<file path="src/rtl/id_ex_forward_stage_pkg.sv">
// rtl/id_ex_forward_stage_pkg.sv - shared constants for the ID/EX stage and its forwarding logic
// Contents:
//   fwd_sel_t       2-bit operand mux selector encoding
//   REG_ADDR_W      register-number width
//   CTRL_W_DEFAULT  default width of the opaque EX/MEM/WB control bundle
package id_ex_forward_stage_pkg;

  localparam int REG_ADDR_W     = 5;
  localparam int CTRL_W_DEFAULT = 8;

  typedef enum logic [1:0] {
    FWD_REGFILE = 2'b00,
    FWD_MEMWB   = 2'b01,
    FWD_EXMEM   = 2'b10
  } fwd_sel_t;

endpackage

</file>
<file path="src/rtl/forward_select.sv">
// rtl/forward_select.sv - combinational comparator producing one operand forwarding selector
// Ports:
//   ex_valid         EX stage holds a real instruction
//   ex_src           source register number read by the EX instruction
//   exmem_reg_write  EX/MEM writes the register file
//   exmem_write_reg  EX/MEM destination register
//   memwb_reg_write  MEM/WB writes the register file
//   memwb_write_reg  MEM/WB destination register
//   sel              selector for the EX operand mux (never 2'b11)
module forward_select
  import id_ex_forward_stage_pkg::*;
(
  input  logic                  ex_valid,
  input  logic [REG_ADDR_W-1:0] ex_src,
  input  logic                  exmem_reg_write,
  input  logic [REG_ADDR_W-1:0] exmem_write_reg,
  input  logic                  memwb_reg_write,
  input  logic [REG_ADDR_W-1:0] memwb_write_reg,
  output logic [1:0]            sel
);

  logic exmem_hit;
  logic memwb_hit;

  // $0 is hardwired to zero, so a write to it must never be forwarded.
  assign exmem_hit = ex_valid & exmem_reg_write & (exmem_write_reg != '0) &
                     (exmem_write_reg == ex_src);
  assign memwb_hit = ex_valid & memwb_reg_write & (memwb_write_reg != '0) &
                     (memwb_write_reg == ex_src);

  // EX/MEM holds the younger result, so it takes priority over MEM/WB.
  always_comb begin
    sel = FWD_REGFILE;
    if (exmem_hit) begin
      sel = FWD_EXMEM;
    end else if (memwb_hit) begin
      sel = FWD_MEMWB;
    end
  end

endmodule

</file>
<file path="src/rtl/id_ex_forward_stage.sv">
// rtl/id_ex_forward_stage.sv - ID/EX pipeline register with load-use stall and forwarding selectors
// Ports:
//   clk, reset                  rising-edge clock, synchronous active-low reset
//   flush                       kill the ID instruction (taken branch/jump)
//   id_*                        decoded instruction fields from the ID stage
//   exmem_*, memwb_*            destination info of the two older pipeline stages
//   ex_*                        registered EX-stage copies of the id_* fields
//   forward_a, forward_b        selectors for the ALU operand A/B muxes
//   stall                       hold PC and IF/ID (combinational)
module id_ex_forward_stage
  import id_ex_forward_stage_pkg::*;
#(
  parameter int NBits  = 32,
  parameter int CTRL_W = CTRL_W_DEFAULT
) (
  input  logic                  clk,
  input  logic                  reset,
  input  logic                  flush,
  input  logic                  id_valid,
  input  logic [REG_ADDR_W-1:0] id_rs,
  input  logic [REG_ADDR_W-1:0] id_rt,
  input  logic [REG_ADDR_W-1:0] id_write_reg,
  input  logic [NBits-1:0]      id_read_data1,
  input  logic [NBits-1:0]      id_read_data2,
  input  logic [NBits-1:0]      id_imm,
  input  logic [CTRL_W-1:0]     id_ctrl,
  input  logic                  id_reg_write,
  input  logic                  id_mem_read,
  input  logic                  exmem_reg_write,
  input  logic [REG_ADDR_W-1:0] exmem_write_reg,
  input  logic                  memwb_reg_write,
  input  logic [REG_ADDR_W-1:0] memwb_write_reg,
  output logic                  ex_valid,
  output logic [REG_ADDR_W-1:0] ex_rs,
  output logic [REG_ADDR_W-1:0] ex_rt,
  output logic [REG_ADDR_W-1:0] ex_write_reg,
  output logic [NBits-1:0]      ex_read_data1,
  output logic [NBits-1:0]      ex_read_data2,
  output logic [NBits-1:0]      ex_imm,
  output logic [CTRL_W-1:0]     ex_ctrl,
  output logic                  ex_reg_write,
  output logic                  ex_mem_read,
  output logic [1:0]            forward_a,
  output logic [1:0]            forward_b,
  output logic                  stall
);

  logic hazard;

  // A load in EX whose destination is read by the ID instruction cannot be
  // forwarded in time; the ID instruction must wait one cycle.
  assign hazard = ex_valid & ex_mem_read & (ex_write_reg != '0) & id_valid &
                  ((ex_write_reg == id_rs) | (ex_write_reg == id_rt));

  // The ID instruction is being killed anyway, so there is nothing to hold.
  assign stall = hazard & ~flush;

  // Bubble insertion clears ex_mem_read, which is what limits the stall to
  // a single cycle per load-use pair.
  always_ff @(posedge clk) begin
    if (!reset || flush || stall) begin
      ex_valid      <= 1'b0;
      ex_rs         <= '0;
      ex_rt         <= '0;
      ex_write_reg  <= '0;
      ex_read_data1 <= '0;
      ex_read_data2 <= '0;
      ex_imm        <= '0;
      ex_ctrl       <= '0;
      ex_reg_write  <= 1'b0;
      ex_mem_read   <= 1'b0;
    end else begin
      ex_valid      <= id_valid;
      ex_rs         <= id_rs;
      ex_rt         <= id_rt;
      ex_write_reg  <= id_write_reg;
      ex_read_data1 <= id_read_data1;
      ex_read_data2 <= id_read_data2;
      ex_imm        <= id_imm;
      ex_ctrl       <= id_ctrl;
      ex_reg_write  <= id_reg_write;
      ex_mem_read   <= id_mem_read;
    end
  end

  forward_select u_fwd_a (
    .ex_valid        (ex_valid),
    .ex_src          (ex_rs),
    .exmem_reg_write (exmem_reg_write),
    .exmem_write_reg (exmem_write_reg),
    .memwb_reg_write (memwb_reg_write),
    .memwb_write_reg (memwb_write_reg),
    .sel             (forward_a)
  );

  forward_select u_fwd_b (
    .ex_valid        (ex_valid),
    .ex_src          (ex_rt),
    .exmem_reg_write (exmem_reg_write),
    .exmem_write_reg (exmem_write_reg),
    .memwb_reg_write (memwb_reg_write),
    .memwb_write_reg (memwb_write_reg),
    .sel             (forward_b)
  );

endmodule

</file>
<file path="config.mk">
export PLATFORM = sky130hd
export DESIGN_NAME = id_ex_forward_stage
export DESIGN_NICKNAME = d
export VERILOG_FILES = /design/src/rtl/id_ex_forward_stage_pkg.sv /design/src/rtl/forward_select.sv /design/src/rtl/id_ex_forward_stage.sv
export SDC_FILE = /design/constraint.sdc
export NUM_CORES = 1
export LEC_CHECK = 0
export CORE_MARGIN = 5
export CORE_UTILIZATION = 39
export CTS_CLUSTER_SIZE = 14
export DETAILED_ROUTE_END_ITERATION = 16
export GPL_ROUTABILITY_DRIVEN = 0
export PLACE_DENSITY = 0.89
export SLEW_MARGIN = 10
export SYNTH_ARGS = -nofsm -noshare
export SYNTH_HDL_FRONTEND = slang
export SYNTH_SLANG_ARGS = --single-unit
</file>
<file path="constraint.sdc">
create_clock -name clk -period 2.45 [get_ports clk]
set_input_delay 0.49 -clock clk [delete_from_list [all_inputs] [get_ports clk]]
set_output_delay 0.49 -clock clk [all_outputs]
set_load 0.03 [all_outputs]
</file>
==> impl_metrics.csv, run 1 <==
group,metric,value,unit
outcome,status,"finished with violations",
outcome,violations,"setup timing",
clock_tree,htreeDepth,4,
sta,setup_viol,2,
synth,synth_cell_type_count,21,
clock_tree,clock_latency,0.50,ns
clock_tree,cts_tree,"done",
clock_tree,numCtsBuffers,17,
detailed_routing,first_pass_iters,5,
sta,tightest_slew,0.543,ns
pwr,power,5.30,mW
detailed_routing,drt_iter0_markers,267,
clock_tree,cts_hold_buf,0,
pwr,pwr_density_cell,697,nW/um^2
synth,synthFlopType,"dfxtp_1",
synth,synth_common_cells,"124 x nand2_1, 122 x a21oi_1, 122 x dfxtp_1",
finish,stdcell_count,872,
floorplanning,num_rows,37,
grt,overflow,0,
sta,relSlewSlack,63.8,%
sta,rsz0062_at_grt,"true",
sta,hold_viol_final,0,
detailed_routing,wirelength,14700,um
finish,nets,860,
detailed_routing,drc_errors,0,
placed_design,dp_slack,-0.255,ns
worst_setup_path,endpoint_kind,"primary output",
clock_tree,clock-root-buffer,"clkbuf_8",
finish,num_antenna_cells,0,
grt,grt_pass1_vias,4422,
sta,clock.fmax,400,MHz
floorplanning,die_area,12700,sq um
worst_setup_path,critPathRequiredTime,1.96,ns
sta,hold_slack,0.507,ns
floorplanning,core_region_area,10300,sq um
worst_setup_path,path_class,"primary input to primary output",
synth,synth_edf_count,0,
synth,ys_async_sr_fraction,0,%
clock_tree,clkSinkCount,122,
synth,synth_warnings,0,
grt,grt_max_degree,123,
clock_tree,clkSlewWorstSetupHoldPaths,0.06,ns
job,cap_violations,0,
clock_tree,clockBufferDepth,2,
synth,synth_most_common_cell,"nand2_1",
sta,period_share,102,%
pwr,peakVddDrop,0.505,mV
placed_design,io_buffer_count,263,
synth,yosys.area.top_type,"dfxtp_1",
detailed_routing,wl_per_cell,16.9,um
synth,synth.top_cell.area_share,59.3,%
sta,setup_ws,-0.0500,ns
sta,clock_skew,0.00520,ns
finish,area_delta_synth_final,84.6,%
grt,antenna_found_initial,0,
synth,netlist_area,4120,sq um
placed_design,dp_hpwl,10300,um
worst_setup_path,critPathMaxFanout,2,
sta,slew_viol_final,0,
finish,finish.utilization,73.6,%
detailed_routing,ant_nets,0,
sta,tns,-0.0911,ns
synth,netlist_top_cells_area,"dfxtp_1 59%, a21oi_1 15%, nand2_1 11%",
finish,top_regs,"ex_imm (32), ex_read_data1 (32), ex_read_data2 (32)",
synth,seq_area_frac_synth,59.3,%
worst_setup_path,arrival,2.01,ns
hold_path,hold_class,"primary input to flop",
sta,min_period,2.50,ns
finish,final_area,7600,sq um
detailed_routing,num_vias,4203,
synth,avgSynthCellArea,8.93,sq um
synth,synth_seq_cells,122,
detailed_routing,drt-vias-per-instance,4.82,
floorplanning,num_io_pins,264,
pwr,leakage,3.00,nW
synth,syn-num-nets,598,
worst_setup_path,startpoint_type,"primary input",
floorplanning,initial_core_util,39.9,%
floorplanning,fp.dieH,113,um
finish,layout-drive-gt1-share,10.1,%
grt,grt_pass1_wl,22600,um
placed_design,placed_area,6910,sq um
grt,track_usage,22.4,%
floorplanning,die_w,113,um
synth,netlist_instances,461,
placed_design,post-place-cells,835,
## path summary, 6_finish.rpt
check | from | endpoint | slack (ns) | cells past startpoint
worst max register to register | ex_write_reg[0]$_SDFF_PP0_ | ex_imm[16]$_SDFF_PP0_ | 0.59 | 5
worst min-delay path | id_read_data2[27] | ex_read_data2[27]$_SDFF_PP0_ | 0.51 | 3
worst max-delay path | exmem_write_reg[0] | forward_b[0] | -0.05 | 7
worst min register to register | ex_mem_read$_SDFF_PP0_ | ex_rs[1]$_SDFF_PP0_ | 0.99 | 4
## per-layer routing
metal	share of wire [%]	vias up	track usage, %
li1	-	2047	-
met1	35	1912	23.1
met2	53	206	39.3
met3	8.8	38	8.77
met4	3.3	0	11.5
met5	0	-	0
## worst max-delay path, cell delays in order
cell	delay (ns)
buf_6	0.09
or4_4	0.54
o211ai_4	0.21
buf_6	0.14
nor4_4	0.04
nor4_2	0.28
buf_4	0.20
## power by group
group	leakage, nW	switching [mW]	internal [mW]
clock	0.268	0.862	1.55
sequential	1.00	0.0326	2.07
combinational	1.72	0.387	0.404
## final cells by class
class                           count  area, sq um
Timing Repair Buffer              284         2810
Multi-Input combinational cell    298         1600
Fill cell                         714         2720
Clock inverter                     11          148
Tap cell                          136          170
Clock buffer                       21          429
Sequential cell                   122         2450
## cells by family (layout without fill, tap and decap cells)
family                 Yosys count  in the layout  share of synthesized area (%)
AND/OR/NAND/NOR                142            142                           14.2
AO/OA/AOI/OAI                  126            126                           15.8
flip-flops                     122            122                           59.3
buffers and inverters           41            316                           4.22
XOR/XNOR                        30             30                           6.38
## timing repair
item	4_1_cts	5_1_grt
buffers inserted	3	2
pin swaps	8	4
setup endpoints to repair	4	4
gates resized for setup	24	16
## layout by cell type, fill, tap and decap left out, drive strengths merged, types with 3 or more instances in the layout
| cell type | netlist | routed |
|---|---|---|
| a21oi | 123 | 123 |
| buf | 15 | 27 |
| bufinv | 0 | 3 |
| clkbuf | 26 | 24 |
| clkdlybuf4s50 | 0 | 247 |
| clkinv | 0 | 4 |
| clkinvlp | 0 | 4 |
| dfxtp | 122 | 122 |
| dlygate4sd2 | 0 | 5 |
| nand2 | 124 | 124 |
| nand3 | 5 | 5 |
| nor4 | 4 | 4 |
| or4 | 4 | 4 |
| xnor2 | 16 | 16 |
| xor2 | 14 | 14 |
(Power assumes the default switching activity.)
==> run 2, diff against run 1 <==
--- a/config.mk
+++ b/config.mk
@@ -5,8 +5,11 @@
 export SDC_FILE = /design/constraint.sdc
 export NUM_CORES = 1
 export LEC_CHECK = 0
+export ABC_AREA = 1
+export CELL_PAD_IN_SITES_DETAIL_PLACEMENT = 0
+export CELL_PAD_IN_SITES_GLOBAL_PLACEMENT = 1
 export CORE_MARGIN = 5
-export CORE_UTILIZATION = 39
+export CORE_UTILIZATION = 26
 export CTS_CLUSTER_SIZE = 14
 export DETAILED_ROUTE_END_ITERATION = 16
 export GPL_ROUTABILITY_DRIVEN = 0
==> run 2 against run 1 <==
  * The flow now finishes without violations
  * Synthesized area is 4.4% lower
  * Sequential power barely moved
  * Wire length fell by 16%
  * Fmax grew 9.5%
  * Core utilization decreased by 24 points
  * Via count shrank 15%
  * Worst hold slack improved by 0.094 ns
  * Register-to-register slack better by 0.21 ns
  * Global-route usage decreased by 8.4 points
  * Sequential share of layout area rose by 0.89 points
  * Design area down 2.8%
  * Setup slack improved by 0.22 ns
==> impl_metrics.csv, run 2 <==
group,metric,value,unit
synth,synth_most_common_cell,"nor2_1",
synth,synth.top_cell.area_share,62.0,%
clock_tree,cts_tree,"done",
sta,clock.fmax,438,MHz
worst_setup_path,critPathSlowestCell,"clkdlybuf4s50_1",
finish,fillerInstances,1426,
pwr,leakage,3.47,nW
grt,top_usage_layer,"met2",
finish,multi_input_area,903,sq um
finish,final_cell_mix,"258 x clkdlybuf4s50_1, 136 x nor2_1, 132 x inv_1",
synth,synth_seq_cells,122,
sta,rsz0062_at_grt,"false",
grt,track_usage,14.0,%
worst_setup_path,path_class,"primary input to primary output",
worst_setup_path,critPathMaxFanout,3,
pwr,pwr_density_cell,727,nW/um^2
hold_path,hold_class,"primary input to flop",
worst_setup_path,endpoint_kind,"primary output",
detailed_routing,first_pass_iters,4,
sta,clock_skew,0.0105,ns
clock_tree,htreeDepth,4,
hold_path,hold_start,"id_ctrl[4]",
detailed_routing,drc_errors,0,
placed_design,post-place-cells,914,
finish,num_antenna_cells,0,
floorplanning,die_w,133,um
grt,grt_pass1_wl,18800,um
finish,layout-drive-gt1-share,5.41,%
synth,syn-num-nets,609,
sta,relSlewSlack,73.7,%
detailed_routing,num_vias,3581,
job,cap_violations,0,
synth,synth_cell_type_count,11,
finish,stdcell_count,946,
hold_path,holdPathStages,3,
grt,grt_max_degree,31,
grt,antenna_found_initial,0,
clock_tree,cts_resized,0,
outcome,status,"finished clean",
finish,top_regs,"ex_imm (32), ex_read_data1 (32), ex_read_data2 (32)",
clock_tree,clkSlewWorstSetupHoldPaths,0.06,ns
detailed_routing,ant_nets,0,
clock_tree,numCtsBuffers,17,
grt,grt.met3_usage,9.58,%
worst_setup_path,path_cells,"clkdlybuf4s50_1 > xnor2_1 > nand4_1 > nor3_1 > nor2_1 > buf_4",
synth,synthFlopType,"dfxtp_1",
finish,final_common_cell,"clkdlybuf4s50_1",
floorplanning,num_rows,45,
synth,ys_async_sr_fraction,0,%
placed_design,io_buffer_count,263,
detailed_routing,wirelength,12400,um
grt,met2_usage,23.1,%
pwr,peakVddDrop,0.540,mV
worst_setup_path,rr_endpoint,"ex_read_data1[30]$_SDFF_PP0_",
clock_tree,clock-root-buffer,"clkbuf_16",
grt,grt_pass1_vias,3682,
hold_path,min_to,"ex_ctrl[4]$_SDFF_PP0_",
floorplanning,fp.dieH,133,um
pwr,power,5.37,mW
worst_setup_path,startpoint_type,"primary input",
sta,hold_slack,0.601,ns
detailed_routing,drt_iter0_markers,111,
worst_setup_path,critPathRequiredTime,1.96,ns
synth,synth_warnings,0,
clock_tree,clockBufferDepth,2,
grt,met1_usage,13.3,%
clock_tree,clock_latency,0.41,ns
sta,setup_viol,0,
floorplanning,core_region_area,15000,sq um
finish,final_area,7380,sq um
clock_tree,post_cts_buffers,0,
clock_tree,clkSinkCount,122,
floorplanning,initial_core_util,26.2,%
worst_setup_path,reg2reg_slack,0.80,ns
synth,synth_common_cells,"136 x nor2_1, 132 x inv_1, 122 x dfxtp_1",
synth,synth_edf_count,0,
synth,netlist_area,3940,sq um
sta,period_share,93.2,%
sta,min_period,2.28,ns
synth,netlist_instances,472,
synth,avgSynthCellArea,8.34,sq um
synth,seq_area_frac_synth,62.0,%
finish,nets,882,
worst_setup_path,worstReg2RegStart,"ex_write_reg[4]$_SDFF_PP0_",
synth,netlist_top_cells_area,"dfxtp_1 62%, nor2_1 13%, inv_1 13%",
worst_setup_path,arrival,1.79,ns
placed_design,dp_hpwl,9780,um
sta,tns,0,ns
floorplanning,num_io_pins,264,
finish,seq_area,2440,sq um
worst_setup_path,reg2regPathDepth,10,
floorplanning,die_area,17700,sq um
worst_setup_path,slowest_delay,0.56,ns
sta,slew_viol_final,0,
grt,overflow,0,
sta,tightest_slew,0.393,ns
synth,yosys.area.top_type,"dfxtp_1",
detailed_routing,drt-vias-per-instance,3.79,
clock_tree,cts_hold_buf,0,
placed_design,placed_area,6780,sq um
sta,hold_viol_final,0,
detailed_routing,wl_per_cell,13.1,um
finish,area_delta_synth_final,87.6,%
[run 2: cell types whose count changed after synthesis, moves of 5 or more]
cell	before	now
nand2_1	124	30
buf_2	10	4
nor3_1	1	6
a21oi_1	122	0
nor2_1	1	136
xor2_1	14	7
inv_1	0	132
clkbuf_1	26	0
buf_4	2	11
[run 2: worst max path at each step]
stage                         from      endpoint  slack (ns)  cells past startpoint
3_3_place_gp    exmem_write_reg[0]  forward_a[0]        0.21                      6
6_report        exmem_write_reg[0]  forward_b[0]        0.17                      6
4_1_cts         exmem_write_reg[0]  forward_b[0]        0.18                      6
3_5_place_dp    memwb_write_reg[3]  forward_b[0]        0.18                      8
5_1_grt                   id_rt[1]         stall      0.0003                     10
2_1_floorplan  ex_rt[1]$_SDFF_PP0_  forward_b[0]        0.64                      5
[run 2: worst max-delay path: cells and delay by family]
family | cells | cell delay, ns
buffers and inverters | 2 | 0.73
xor gates and xnor gates | 1 | 0.14
and+or+nand+nor | 3 | 0.43
[run 2: metal layers]
metal | wire, um | part of all wire [%]
met5 | 0 | 0
met4 | 298 | 2.4
met3 | 1880 | 15
met2 | 5680 | 46
met1 | 4510 | 36
[run 2: kinds of logic (layout without fill, tap and decap cells)]
family / count (synthesis) / after routing / share of synthesized area [%]
simple gates: 181 / 181 / 17.9
buf+inv: 147 / 433 / 15.2
flops: 122 / 122 / 62.0
xor+xnor: 22 / 22 / 4.90
[run 2: layout make-up]
| class | count | share of cell area (%) |
|---|---|---|
| clock buffer | 22 | 6.29 |
| clock inverter | 10 | 1.91 |
| inverter | 132 | 6.71 |
| multi-input combinational | 203 | 12.2 |
| sequential | 122 | 33.1 |
| tap | 188 | 3.19 |
| timing repair buffer | 269 | 36.6 |
[run 2: through the flow]
step	utilization (%)	worst slack, ns
floorplan	-	0.644
global placement	45.1	0.206
detailed placement	45.1	0.182
CTS	49.1	0.177
global route	49.1	0.000261
finish	49.1	0.167
[run 2: power breakdown]
part           internal [mW]  leakage, nW  total, mW  switching [mW]
combinational          0.386         2.17      0.726           0.339
clock                   1.66        0.291       2.55           0.889
sequential              2.07         1.00       2.10          0.0323
total                   4.11         3.47       5.37            1.26
==> run 3, diff against run 2 <==
--- a/config.mk
+++ b/config.mk
@@ -7,13 +7,13 @@
 export LEC_CHECK = 0
 export ABC_AREA = 1
 export CELL_PAD_IN_SITES_DETAIL_PLACEMENT = 0
-export CELL_PAD_IN_SITES_GLOBAL_PLACEMENT = 1
+export CELL_PAD_IN_SITES_GLOBAL_PLACEMENT = 2
 export CORE_MARGIN = 5
-export CORE_UTILIZATION = 26
+export CORE_UTILIZATION = 18
 export CTS_CLUSTER_SIZE = 14
 export DETAILED_ROUTE_END_ITERATION = 16
 export GPL_ROUTABILITY_DRIVEN = 0
-export PLACE_DENSITY = 0.89
+export PLACE_DENSITY = 0.83
 export SLEW_MARGIN = 10
 export SYNTH_ARGS = -nofsm -noshare
 export SYNTH_HDL_FRONTEND = slang
==> constraint.sdc (replaced) <==
create_clock -name clk -period 2.2 [get_ports clk]
set_input_delay 0.44 -clock clk [delete_from_list [all_inputs] [get_ports clk]]
set_output_delay 0.44 -clock clk [all_outputs]
set_load 0.03 [all_outputs]
==> run 3 against run 2 <==
  * Core utilization decreased by 14 points
  * Critical path type unchanged
  * Cell count increased by 10%
  * Wire length grew 8.3%
  * Critical path depth unchanged
  * First-iteration DRC count fell by 35%
  * Largest power group unchanged
  * Setup slack worse by 0.10 ns
  * Sequential cell count did not move
  * Largest cell class unchanged
==> impl_metrics.csv, run 3 (synthesized netlist as in run 2, its figures left out) <==
group,metric,value,unit
floorplanning,die_area,24900,sq um
pwr,peakVddDrop,0.409,mV
clock_tree,clockBufferDepth,2,
pwr,leakage,3.50,nW
placed_design,dp_hpwl,10500,um
sta,tightest_slew,0.392,ns
pwr,pwr-share-seq,40.0,%
worst_setup_path,slowest_delay,0.56,ns
sta,slew_viol_final,0,
sta,setup_viol,0,
worst_setup_path,startpoint_type,"primary input",
placed_design,dp_slack,0.000840,ns
floorplanning,fp.dieH,158,um
finish,area_delta_synth_final,91.8,%
sta,period_share,97.0,%
finish,nets,886,
detailed_routing,first_pass_iters,4,
grt,grt_pass1_wl,19600,um
pwr,p_comb_share,14.2,%
grt,track_usage,10.5,%
detailed_routing,wl_per_cell,12.9,um
clock_tree,clkSlewWorstSetupHoldPaths,0.06,ns
grt,overflow,0,
pwr,p_sw_share,26.1,%
detailed_routing,ant_nets,0,
placed_design,io_buffer_count,263,
floorplanning,die_w,158,um
finish,layout-drive-gt1-share,7.09,%
sta,setup_ws,0.0657,ns
finish,top_regs,"ex_imm (32), ex_read_data1 (32), ex_read_data2 (32)",
sta,clock.fmax,469,MHz
worst_setup_path,critPathRequiredTime,1.76,ns
clock_tree,clock_latency,0.41,ns
detailed_routing,drt_iter0_markers,72,
detailed_routing,drc_errors,0,
clock_tree,clock-root-buffer,"clkbuf_16",
floorplanning,num_rows,54,
outcome,status,"finished clean",
pwr,pwr_density_cell,773,nW/um^2
clock_tree,htreeDepth,4,
floorplanning,num_io_pins,264,
grt,grt_pass1_vias,3616,
pwr,p_int,4.31,mW
sta,hold_viol_final,0,
finish,finish.utilization,34.8,%
worst_setup_path,critPathSlowestCell,"clkdlybuf4s50_1",
clock_tree,cts_tree,"done",
clock_tree,cts_hold_buf,0,
worst_setup_path,arrival,1.69,ns
job,cap_violations,0,
floorplanning,core_region_area,21700,sq um
sta,tns,0,ns
sta,min_period,2.13,ns
detailed_routing,num_vias,3597,
detailed_routing,drt-vias-per-instance,3.45,
worst_setup_path,path_buf_inv,2,
finish,final_common_cell,"clkdlybuf4s50_1",
worst_setup_path,critPathMaxFanout,3,
grt,antenna_found_initial,0,
worst_setup_path,cp_top_family,"buffers and inverters",
finish,final_cell_mix,"255 x clkdlybuf4s50_1, 134 x nor2_1, 132 x inv_1",
sta,relSlewSlack,73.8,%
worst_setup_path,endpoint_kind,"primary output",
sta,clock_skew,0.0135,ns
finish,num_antenna_cells,0,
detailed_routing,wirelength,13400,um
clock_tree,numCtsBuffers,17,
worst_setup_path,path_cells,"clkdlybuf4s50_1 > xnor2_1 > nand4_1 > nor3_2 > nor2_1 > buf_4",
hold_path,hold_class,"primary input to flop",
pwr,p_sw,1.52,mW
worst_setup_path,path_class,"primary input to primary output",
clock_tree,clkSinkCount,122,
pwr,p_clk_share,45.8,%
grt,grt_max_degree,60,
floorplanning,initial_core_util,18.1,%
sta,rsz0062_at_grt,"true",
[run 3: path summary, 6_finish.rpt]
check | startpoint | to | slack [ns] | cells after the start
worst max-delay path | exmem_write_reg[2] | forward_a[0] | 0.07 | 6
worst min-delay path | id_rt[0] | ex_rt[0]$_SDFF_PP0_ | 0.33 | 3
worst max register to register | ex_write_reg[4]$_SDFF_PP0_ | ex_rs[3]$_SDFF_PP0_ | 0.64 | 11
worst min register to register | ex_mem_read$_SDFF_PP0_ | ex_valid$_SDFF_PP0_ | 1.00 | 8
[run 3: worst min-delay path: cells and delay by family]
kind,cells,cell delay [ns]
buffers and inverters,2,0.20
AND/OR/NAND/NOR,1,0.04
[run 3: power by group through the flow]
stage / clock network (mW) / registers (mW) / logic [mW]
finish: 2.67 / 2.33 / 0.829
global route: 2.90 / 2.34 / 0.889
CTS: 2.79 / 2.33 / 0.841
detailed placement: 0 / 2.38 / 0.837
global placement: 0 / 2.38 / 0.835
floorplan: 0 / 2.56 / 0.160
[run 3: cell type report]
type / count / area, sq um
inverter: 132 / 495
fill: 2273 / 14100
timing repair buffer: 273 / 2770
tap: 280 / 350
clock inverter: 15 / 141
multi-input combinational: 203 / 926
sequential: 122 / 2440
clock buffer: 17 / 425
[run 3: metrics by stage]
| stage | std cells | hold slack (ns) | power, mW | cell area, sq um |
|---|---|---|---|---|
| 6_report | 1042 | 0.326 | 5.83 | 7550 |
| 4_1_cts | 1042 | 0.522 | 5.97 | 7520 |
| 5_1_grt | 1042 | 0.322 | 6.13 | 7550 |
| 3_5_place_dp | 1010 | 0.967 | 3.22 | 6950 |
| 2_1_floorplan | 472 | 0.552 | 2.72 | 3940 |
| 3_3_place_gp | 1010 | 0.963 | 3.22 | 6950 |
[run 3: repair_timing]
action                                  CTS  global route
setup buffers                             0             0
resized for setup                         0            10
endpoints found under the setup margin    0             5
[run 3: per-layer routing]
| metal | vias up | share of wire, % | GRT usage [%] |
|---|---|---|---|
| li1 | 1862 | - | - |
| met1 | 1546 | 37 | 10.7 |
| met2 | 183 | 47 | 17.5 |
| met3 | 6 | 15 | 7.05 |
| met4 | 0 | 0.96 | 3.07 |
| met5 | - | 0 | 0 |
